File: src/rtl/cpu_controller.sv
// Multi-cycle control FSM for the 10-bit datapath: captures an instruction and
// sequences register-file, ALU-latch and bus-driver controls over 1-3 cycles.
module cpu_controller (
   input  logic       CLKb,
   input  logic       RSTb,
   input  logic       Execute,
   input  logic [9:0] INSTR,
   input  logic [1:0] PeekAddr,
   output logic       IRen,
   output logic       ENW,
   output logic [1:0] WRA,
   output logic       ENR0,
   output logic [1:0] RDA0,
   output logic       ENR1,
   output logic [1:0] RDA1,
   output logic       Ain,
   output logic       Gin,
   output logic       Gout,
   output logic       EXTout,
   output logic [2:0] ALUop,
   output logic       Busy,
   output logic       Done
);

   localparam int unsigned OP_W  = 4;
   localparam int unsigned REG_W = 2;
   localparam int unsigned ALU_W = 3;

   localparam logic [OP_W-1:0] OP_LOAD = 4'b0000;
   localparam logic [OP_W-1:0] OP_COPY = 4'b0001;
   localparam logic [OP_W-1:0] OP_ADD  = 4'b0010;
   localparam logic [OP_W-1:0] OP_SUB  = 4'b0011;
   localparam logic [OP_W-1:0] OP_INV  = 4'b0100;
   localparam logic [OP_W-1:0] OP_FLIP = 4'b0101;
   localparam logic [OP_W-1:0] OP_AND  = 4'b0110;
   localparam logic [OP_W-1:0] OP_OR   = 4'b0111;
   localparam logic [OP_W-1:0] OP_XOR  = 4'b1000;

   typedef enum logic [1:0] {
      S_IDLE = 2'd0,
      S_T1   = 2'd1,
      S_T2   = 2'd2,
      S_T3   = 2'd3
   } state_t;

   state_t             state, state_nxt;
   logic [OP_W-1:0]    op;
   logic [REG_W-1:0]   rx, ry;
   logic               is_alu, is_two_op;
   logic [ALU_W-1:0]   alu_code;
   logic               unused_instr_lsbs;

   assign unused_instr_lsbs = ^INSTR[1:0];

   // State register and instruction-field capture (IDLE only)
   always_ff @(posedge CLKb or negedge RSTb) begin
      if (!RSTb) begin
         state <= S_IDLE;
         op    <= '0;
         rx    <= '0;
         ry    <= '0;
      end else begin
         state <= state_nxt;
         if (state == S_IDLE && Execute) begin
            op <= INSTR[9:6];
            rx <= INSTR[5:4];
            ry <= INSTR[3:2];
         end
      end
   end

   // Opcode decode
   always_comb begin
      is_alu    = (op >= OP_ADD) && (op <= OP_XOR);
      is_two_op = (op == OP_ADD) || (op == OP_SUB) || (op == OP_AND) ||
                  (op == OP_OR)  || (op == OP_XOR);
      case (op)
         OP_ADD:  alu_code = 3'b000;
         OP_SUB:  alu_code = 3'b001;
         OP_INV:  alu_code = 3'b010;
         OP_FLIP: alu_code = 3'b011;
         OP_AND:  alu_code = 3'b100;
         OP_OR:   alu_code = 3'b101;
         OP_XOR:  alu_code = 3'b110;
         default: alu_code = 3'b000;
      endcase
   end

   // Next state and outputs; outputs settle right after posedge, ahead of the
   // register file's negedge write
   always_comb begin
      state_nxt = state;
      IRen      = 1'b0;
      ENW       = 1'b0;
      WRA       = '0;
      ENR0      = 1'b0;
      RDA0      = '0;
      ENR1      = 1'b1;
      RDA1      = PeekAddr;
      Ain       = 1'b0;
      Gin       = 1'b0;
      Gout      = 1'b0;
      EXTout    = 1'b0;
      ALUop     = '0;
      Busy      = (state != S_IDLE);
      Done      = 1'b0;
      case (state)
         S_IDLE: begin
            if (Execute) begin
               IRen      = 1'b1;
               state_nxt = S_T1;
            end
         end
         S_T1: begin
            if (op == OP_LOAD) begin
               EXTout    = 1'b1;
               ENW       = 1'b1;
               WRA       = rx;
               Done      = 1'b1;
               state_nxt = S_IDLE;
            end else if (op == OP_COPY) begin
               ENR0      = 1'b1;
               RDA0      = ry;
               ENW       = 1'b1;
               WRA       = rx;
               Done      = 1'b1;
               state_nxt = S_IDLE;
            end else if (is_alu) begin
               ENR0      = 1'b1;
               RDA0      = rx;
               Ain       = 1'b1;
               state_nxt = S_T2;
            end else begin
               Done      = 1'b1;
               state_nxt = S_IDLE;
            end
         end
         S_T2: begin
            ALUop     = alu_code;
            Gin       = 1'b1;
            ENR0      = is_two_op;
            RDA0      = is_two_op ? ry : 2'b00;
            state_nxt = S_T3;
         end
         S_T3: begin
            ALUop     = alu_code;
            Gout      = 1'b1;
            ENW       = 1'b1;
            WRA       = rx;
            Done      = 1'b1;
            state_nxt = S_IDLE;
         end
         default: state_nxt = S_IDLE;
      endcase
   end

endmodule

File: config.mk
export PLATFORM = sky130hd
export DESIGN_NAME = cpu_controller
export DESIGN_NICKNAME = d
export VERILOG_FILES = /design/src/rtl/cpu_controller.sv
export SDC_FILE = /design/constraint.sdc
export NUM_CORES = 1
export LEC_CHECK = 0
export BUFFER_PORTS_ARGS = -buffer_cell sky130_fd_sc_hd__buf_4
export CAP_MARGIN = 0
export CORE_MARGIN = 5
export CORE_UTILIZATION = 29
export DETAILED_ROUTE_END_ITERATION = 6
export PLACE_DENSITY = 0.63
export SYNTH_ARGS = -nofsm -noshare
export SYNTH_HDL_FRONTEND = slang
export SYNTH_SLANG_ARGS = --single-unit
File: constraint.sdc
create_clock -name CLKb -period 3.3 [get_ports CLKb]
set_input_delay 0.66 -clock CLKb [delete_from_list [all_inputs] [get_ports CLKb]]
set_output_delay 0.66 -clock CLKb [all_outputs]
set_load 0.005 [all_outputs]
==> qor.csv, run 1 <==
metric,value,unit
finalNonFillerCells,133,
syn_area,759.5,sq um
path_max_fanout,6,
fp-row-count,18,
finalWeightedCongestion,0.7751,
initial_utilization,30.38,%
tns,0,ps
vdd_drop_max,425.2,uV
gr-total-overflow,0,
required,2640,ps
multi_input_area,434.2,sq um
finalCriticalPeriod,2398,ps
htreeDepth,1,
cp-start-kind,flop,
grt_pass1_wl,2904,um
clockBufferDepth,2,
drtAntennaViolNets,0,
yosysSeqAreaShare,32.95,%
synth_seq_cells,10,
reg2reg_slack,1760,ps
synth_edf_count,0,
post_drt_wl_per_cell,13.32,um
synth_mux_area_share,10.87,%
cts_sinks,10,
synthMostInstantiatedCell,dfrtp_1,
yosys.cell_types.count,28,
path_clk_slew,70,ps
rsz0062_at_grt,no,
area_growth,29.00,%
p_leak,0.4868,nW
vias,674,
synth_top_family_by_area,simple AND/OR/NAND/NOR gates,
fin_nets,124,
cp_slowest_cell,dfrtp_1,
path_class,reg2out,
yosysWarnings,0,
hpwl,1465,um
drive_gt1_share,39.81,%
synth_area_leaders,"dfrtp_1 (33%), mux2_2 (8.9%), ha_1 (8.2%)",
syn_nets,99,
ys_top_cells_by_count,"dfrtp_1 (10), inv_1 (7), mux2_2 (6), nor2_1 (6), ha_1 (5)",
drt_iter0_markers,18,
postCtsHoldBufs,0,
clock_latency,260,ps
synthAdderAreaFrac,8.237,%
cts_tree,done,
combPwrFrac,56.0,%
routed_via_density,5.068,
synth_compound_area_share,15.49,%
yosys.area.top_type,dfrtp_1,
diodes,0,
max_freq,417.1,MHz
die_width,61.18,um
reg2reg_depth,5,
cp.arrival,1740,ps
cp_slowest_stage_delay,380,ps
pin_count,34,
io_buffers,26,
post_cts_resized,0,
finalCritPeriodShare,72.65,%
syn_avg_cell_area,9.614,sq um
coreArea,0.002500,sq mm
p_clk_share,12.2,%
hold_path.class,in2async,
synthDominantCellAreaShare,32.95,%
hold_violations,0,
fp.dieArea,0.003742,sq mm
seq_area,250.2,sq um
dieHeight,61.18,um
max-cap-violations,0,
dp.cells,129,
fill_cells,250,
skew,1.744,ps
yosys.area_share.xor_xnor,0,%
gr-usage-all-layers,10.33,%
netSwitchingPower,0.0003649,W
crit_chain,inv_1 -> ha_1 -> and3b_1 -> o2111ai_1 -> nand3_1 -> buf_4,
post-cts-setup-buffer-count,0,
outcome,"finished, final reports clean",
drv_slew,0,
grt_max_degree,11,
p_int,0.0005234,W
drc,0,
whs,214.5,ps
drt_pass1_iterations,4,
yosys.area_share.simple,22.08,%
grt_pass1_vias,680,
wl,1772,um
synth-async-reset-ratio,100.0,%
sw_frac_of_total,41.08,%
antenna_found_initial,0,
setup_violations,0,
power.density,906.8,mW/mm^2
worstSetupEndpointType,output pin,
reg2reg_from,state[0],
cts_made_buffers,3,
synthFlopType,dfrtp_1,
cts_root_buffer,clkbuf_4,
syn_inst,79,
power_frac_seq,31.8,%
-- worst max-delay path by stage --
| stage | end | depth (start not counted) | start | slack, ps |
|---|---|---|---|---|
| CTS | ENR0 | 5 | flop | 890 |
| finish | RDA0[1] | 6 | state[0] | 900 |
| global placement | ENR0 | 5 | flop | 1220 |
| detailed placement | ENR0 | 5 | flop | 1170 |
| global route | ENR0 | 5 | flop | 730 |
| floorplan | ENR0 | 5 | flop | 1370 |
-- kinds of logic after synthesis --
group                    count (synthesis)
AO/OA/AOI/OAI                           16
adder cells (fa/ha/maj)                  5
buffers and inverters                   13
flip-flops                              10
multiplexers                             7
other                                    1
AND/OR/NAND/NOR                         27
-- final cells by class --
type	instances	share of cell area (%)
repair buffers	26	19.92
well taps	30	3.831
clock buffers	4	3.704
flip-flops and latches	10	25.54
multi-input cells	56	44.32
inverters	7	2.682
-- critical path, delay by kind of cell (launching register included) --
| family | cells | cell delay, ps |
|---|---|---|
| flip-flops | 1 | 380 |
| AND/OR/NAND/NOR | 2 | 340 |
| AO/OA/AOI/OAI | 1 | 200 |
| buffers and inverters | 2 | 260 |
| adder cells (fa/ha/maj) | 1 | 290 |
-- layout by cell type, fill, tap and decap left out, drive strengths merged --
cell     count
o21ba        1
o21ai        4
and4b        1
inv          7
a31oi        2
nor2         6
o21a         1
buf         26
nor4b        1
ha           5
a21oi        2
nand2        4
dfrtp       10
mux2         7
or3          1
nor3b        1
a21o         1
clkbuf       4
nor3         3
nor2b        3
nand3        4
and3b        3
o2111ai      4
conb         1
a221oi       1
-- power by group through the flow --
stage | combinational, W | clock [W] | sequential (W)
2_1_floorplan | 0.000375 | 0 | 0.000230
3_3_place_gp | 0.000491 | 0 | 0.000279
3_5_place_dp | 0.000499 | 0 | 0.000282
4_1_cts | 0.000501 | 0.000114 | 0.000280
5_1_grt | 0.000557 | 0.000119 | 0.000294
6_report | 0.000497 | 0.000108 | 0.000283
-- stage by stage --
| stage | power (W) | setup slack [ps] | area, sq um | utilization [%] |
|---|---|---|---|---|
| floorplan | 0.0006056 | 1366 | 759.5 | - |
| global route | 0.0009695 | 725.0 | 979.7 | 39.19 |
| finish | 0.0008884 | 902.5 | 979.7 | 39.19 |
| CTS | 0.0008953 | 886.0 | 979.7 | 39.19 |
| global placement | 0.0007707 | 1219 | 943.4 | 37.74 |
| detailed placement | 0.0007815 | 1173 | 943.4 | 37.74 |
-- per-layer routing --
| layer | track usage, % | share of wire, % | wire, um |
|---|---|---|---|
| met5 | 0 | 0 | 0 |
| met4 | 5.882 | 2.3 | 41 |
| met3 | 1.887 | 6.8 | 120 |
| met2 | 16.47 | 45 | 804 |
| met1 | 13.04 | 45 | 804 |
-- sequential cells by signal, summed over array words and instances (netlist names), named ones only --
name	cells
op	4
state	1
rx	2
ry	2
(Power assumes the default switching activity.)
==> run 2: changes to the inputs <==
--- a/config.mk
+++ b/config.mk
@@ -5,6 +5,7 @@
 export SDC_FILE = /design/constraint.sdc
 export NUM_CORES = 1
 export LEC_CHECK = 0
+export ABC_AREA = 1
 export BUFFER_PORTS_ARGS = -buffer_cell sky130_fd_sc_hd__buf_4
 export CAP_MARGIN = 0
 export CORE_MARGIN = 5
==> constraint.sdc (replaced) <==
create_clock -name CLKb -period 2.4 [get_ports CLKb]
set_input_delay 0.48 -clock CLKb [delete_from_list [all_inputs] [get_ports CLKb]]
set_output_delay 0.48 -clock CLKb [all_outputs]
set_load 0.005 [all_outputs]
==> run 2 against run 1 <==
Critical path type unchanged. Critical path depth is 1 higher. Cell count rose by 14%. Critical endpoint unchanged. Sequential share of layout area increased by 0.60 points. Synthesized cell count grew 22%. Non-clock buffer count unchanged. Highest routed layer is now met3. Largest power group unchanged. Final area is 2.3% lower. Register-to-register slack worse by 650 ps. Hold slack worse by 180 ps. Wire length shrank 5.8%. First-iteration DRC count decreased by 44%.
==> qor.csv, run 2 <==
metric,value,unit
cpLargestDelayFamily,buffers and inverters,
whs,31.23,ps
yosys.cell_types.count,21,
rsz0062_at_grt,no,
routed_via_density,4.289,
diodes,0,
max_freq,445.1,MHz
hold_path.class,in2async,
area_growth,33.74,%
synth_area_leaders,"dfrtp_1 (35%), nand2_1 (12%), ha_1 (8.7%)",
crit_chain,inv_2 -> ha_1 -> bufinv_8 -> a21oi_1 -> nand3_1 -> a21oi_1 -> buf_4,
hpwl,1375,um
path_buf_inv,3,
cts_root_buffer,clkbuf_4,
syn_area,715.7,sq um
outcome,"finished, final reports clean",
syn_nets,116,
wl_met3,149,um
cp_common_cell,a21oi_1,
final_cell_mix,"buf_4 (26), nand2_1 (22), inv_1 (10), dfrtp_1 (10), nor2_1 (8)",
die_width,59.68,um
clock_latency,260,ps
yosys.area.top_type,dfrtp_1,
pin_count,34,
skew,0.5141,ps
cts_sinks,10,
tns,0,ps
ys_top_cells_by_count,"nand2_1 (22), inv_1 (11), dfrtp_1 (10), nor2_1 (8), a21oi_1 (7)",
finalWeightedCongestion,0.7690,
fin_util,39.72,%
gr-usage-all-layers,10.64,%
grt_pass1_wl,2842,um
initial_utilization,29.70,%
p_leak,0.5089,nW
finalCriticalPeriod,2246,ps
drv_slew,0,
wl_met2,700,um
yosysSeqAreaShare,34.97,%
fill_cells,251,
cts_made_buffers,3,
synthFlopType,dfrtp_1,
syn_avg_cell_area,7.455,sq um
vias,652,
syn_inst,96,
reg.largest.list,"op (4), rx (2), ry (2)",
power.density,1270,mW/mm^2
cp_slowest_cell,dfrtp_1,
drt_iter0_markers,10,
dieHeight,59.68,um
clockBufferDepth,2,
path_class,reg2out,
grt_pass1_vias,690,
cp_slowest_stage_delay,410,ps
yosysWarnings,0,
worstSetupEndpointType,output pin,
htreeDepth,1,
io_buffers,26,
setup_violations,0,
finalPower,0.001215,W
drtAntennaViolNets,0,
fin_nets,143,
drt_pass1_iterations,3,
post_drt_wl_per_cell,10.99,um
synthDominantCellAreaShare,34.97,%
largest_register,op,
largest_reg_flops,4,
coreArea,0.002410,sq mm
fp-row-count,18,
cp.arrival,1770,ps
max-cap-violations,0,
synth_seq_cells,10,
reg2reg_from,state[0],
synth_edf_count,0,
grt_max_degree,16,
layout_commonest_cell,buf_4,
drive_gt1_share,38.52,%
path_clk_slew,70,ps
cp-start-kind,flop,
gr-total-overflow,0,
path_max_fanout,4,
postCtsHoldBufs,0,
synthMostInstantiatedCell,nand2_1,
hold_violations,0,
vdd_drop_max,568.7,uV
wl,1670,um
antenna_found_initial,0,
multi_input_area,367.9,sq um
finalCritPeriodShare,93.60,%
seq_area,250.2,sq um
top_layer,met3,
wl_met1,819,um
cts_tree,done,
required,1920,ps
drc,0,
synth-async-reset-ratio,100.0,%
fp.dieArea,0.003561,sq mm
## run 2: area by class of cell
type / instances / area share [%]
Tap cell: 30 / 3.922
Timing Repair Buffer: 26 / 20.39
Sequential cell: 10 / 26.14
Clock buffer: 4 / 3.791
Inverter: 15 / 7.320
Multi-Input combinational cell: 67 / 38.43
## run 2: stage by stage
step	setup WS, ps	std cells	instance area, sq um
6_report	153.5	152	957.2
5_1_grt	4.049	152	957.2
4_1_cts	86.06	152	957.2
3_5_place_dp	395.5	148	920.9
3_3_place_gp	454.1	148	920.9
2_1_floorplan	662.1	96	715.7
## run 2: cell families (layout without fill, tap and decap cells)
logic type	Yosys count	after routing	share of synthesized area, %
AOI/OAI and AO/OA	16	16	12.76
adders and majority gates	5	5	8.741
buffers and inverters	19	45	13.64
DFF	10	10	34.97
other	1	1	0.5240
and+or+nand+nor	45	45	29.37
## run 2: path summary, 6_finish.rpt
| path | end | slack, ps | cells past startpoint |
|---|---|---|---|
| max in group asynchronous | op[3] | 2230 | 1 |
| min | ry[0] | 30 | 1 |
| max | RDA0[1] | 150 | 7 |
| min reg2reg | ry[1] | 490 | 2 |
| min in group CLKb | ry[1] | 410 | 3 |
| max reg2reg | flop | 1110 | 7 |
## run 2: report_power, final
group | internal (W) | leakage (nW) | switching (W)
clock network | 0.0000920 | 0.0210 | 0.0000609
registers | 0.000248 | 0.123 | 0.0000665
logic | 0.000333 | 0.364 | 0.000415
total | 0.000673 | 0.509 | 0.000542
## run 2: routing by layer
layer / track usage, % / vias up
li1: - / 343
met1: 14.27 / 288
met5: 0 / -
met2: 15.59 / 21
met4: 4.430 / 0
met3: 3.456 / 0
## run 2: timing repair
| item | in CTS | in global routing |
|---|---|---|
| resized for setup | 0 | 1 |
| buffers inserted | 0 | 0 |
| endpoints found under the setup margin | 0 | 2 |
==> run 3: changes to the inputs <==
--- a/config.mk
+++ b/config.mk
@@ -11,7 +11,7 @@
 export CORE_MARGIN = 5
 export CORE_UTILIZATION = 29
 export DETAILED_ROUTE_END_ITERATION = 6
-export PLACE_DENSITY = 0.63
+export PLACE_DENSITY = 0.5
 export SYNTH_ARGS = -nofsm -noshare
 export SYNTH_HDL_FRONTEND = slang
 export SYNTH_SLANG_ARGS = --single-unit
==> run 3 against run 2 <==
Sequential power is essentially flat. Critical path depth unchanged. First-iteration DRC count is 30% lower. Clock skew is 2.4 ps higher. Clock-buffer cell count is the same. Combinational power is 1% lower. Non-clock buffer count unchanged. Final area unchanged. Global-route usage shrank 1.1 points. Sequential cell count did not move. Hold slack worse by 6.4 ps. Wire length decreased by 2.2%. Critical path type unchanged. Largest power group unchanged. Highest routed layer is now met4.
==> qor.csv, run 3 (same netlist as run 2, synthesis figures left out) <==
metric,value,unit
path_class,reg2out,
io_buffers,26,
antenna_found_initial,0,
gr-usage-all-layers,9.568,%
cts_made_buffers,3,
drt_pass1_iterations,4,
fp-row-count,18,
pin_count,34,
p_leak,0.5091,nW
final_cell_mix,"buf_4 (26), nand2_1 (22), inv_1 (11), dfrtp_1 (10), nor2_1 (8)",
area_growth,33.74,%
place_ws,421.4,ps
drtAntennaViolNets,0,
path_clk_slew,70,ps
coreArea,0.002410,sq mm
hold_violations,0,
grt_pass1_wl,2601,um
htreeDepth,1,
gr-total-overflow,0,
skew,2.917,ps
finalCriticalPeriod,2274,ps
fin_nets,143,
reg.largest.list,"op (4), rx (2), ry (2)",
post_cts_resized,0,
die_width,59.68,um
finalCritPeriodShare,94.76,%
outcome,"finished, final reports clean",
diodes,0,
clock_latency,270,ps
hpwl,1346,um
cts_sinks,10,
max-cap-violations,0,
tns,0,ps
finalWeightedCongestion,0.7050,
layout_commonest_cell,buf_4,
fill_cells,249,
cp-start-kind,flop,
cts_tree,done,
drt_iter0_markers,7,
required,1920,ps
max_freq,439.7,MHz
clockBufferDepth,2,
dp.cells,148,
dieHeight,59.68,um
postCtsHoldBufs,0,
grt_max_degree,16,
hold_path.class,in2async,
cts_root_buffer,clkbuf_4,
drv_slew,0,
post_drt_wl_per_cell,10.74,um
worstSetupEndpointType,output pin,
wl,1633,um
path_max_fanout,4,
finalNonFillerCells,152,
initial_utilization,29.70,%
worst_slack,125.8,ps
fp.dieArea,0.003561,sq mm
largest_reg_flops,4,
power.density,1262,mW/mm^2
setup_violations,0,
largest_register,op,
grt_pass1_vias,642,
routed_via_density,4.421,
cp.arrival,1790,ps
drive_gt1_share,37.70,%
vias,672,
rsz0062_at_grt,no,
vdd_drop_max,617.1,uV
drc,0,
post-cts-setup-buffer-count,0,
[run 3: worst max-delay path: stages (launching register included)]
cell,delay [ps]
dfrtp_1,400
inv_1,140
ha_1,230
bufinv_8,210
a21oi_1,150
nand3_1,90
a21oi_1,170
buf_4,130
[run 3: metrics by stage]
step	total power, W	area, sq um	util (%)	hold slack (ps)
5_1_grt	0.001322	957.2	39.72	30.35
3_3_place_gp	0.001062	920.9	38.21	320.6
6_report	0.001208	957.2	39.72	24.85
4_1_cts	0.001229	957.2	39.72	26.03
2_1_floorplan	0.0008049	715.7	-	184.4
3_5_place_dp	0.001067	920.9	38.21	321.6
[run 3: layout make-up]
class	instances	area [sq um]	share of cell area [%]
Multi-Input combinational cell	67	367.9	38.43
Sequential cell	10	250.2	26.14
Timing Repair Buffer	26	195.2	20.39
Inverter	15	70.07	7.320
Tap cell	30	37.54	3.922
Clock buffer	4	36.28	3.791
[run 3: routing by layer]
| layer | vias to the layer above | wire length [um] | GRT usage (%) |
|---|---|---|---|
| met4 | 0 | 22 | 5.063 |
| met5 | - | 0 | 0 |
| li1 | 348 | - | - |
| met1 | 302 | 717 | 12.15 |
| met3 | 4 | 134 | 2.592 |
| met2 | 18 | 758 | 14.66 |
[run 3: path summary, 6_finish.rpt]
kind | to | slack, ps | cells past startpoint
hold reg to reg | ry[0] | 480 | 2
hold / removal | ry[1] | 20 | 1
setup / recovery | RDA0[1] | 130 | 7
max in group asynchronous | op[2] | 2230 | 1
setup reg to reg | flop | 1100 | 6
min in group CLKb | ry[0] | 400 | 3
[run 3: where the power goes]
| part | switching [W] | leakage, nW | total, W | internal [W] |
|---|---|---|---|---|
| Sequential | 0.0000648 | 0.123 | 0.000313 | 0.000248 |
| Combinational | 0.000406 | 0.365 | 0.000738 | 0.000332 |
| Clock | 0.0000641 | 0.0210 | 0.000156 | 0.0000922 |
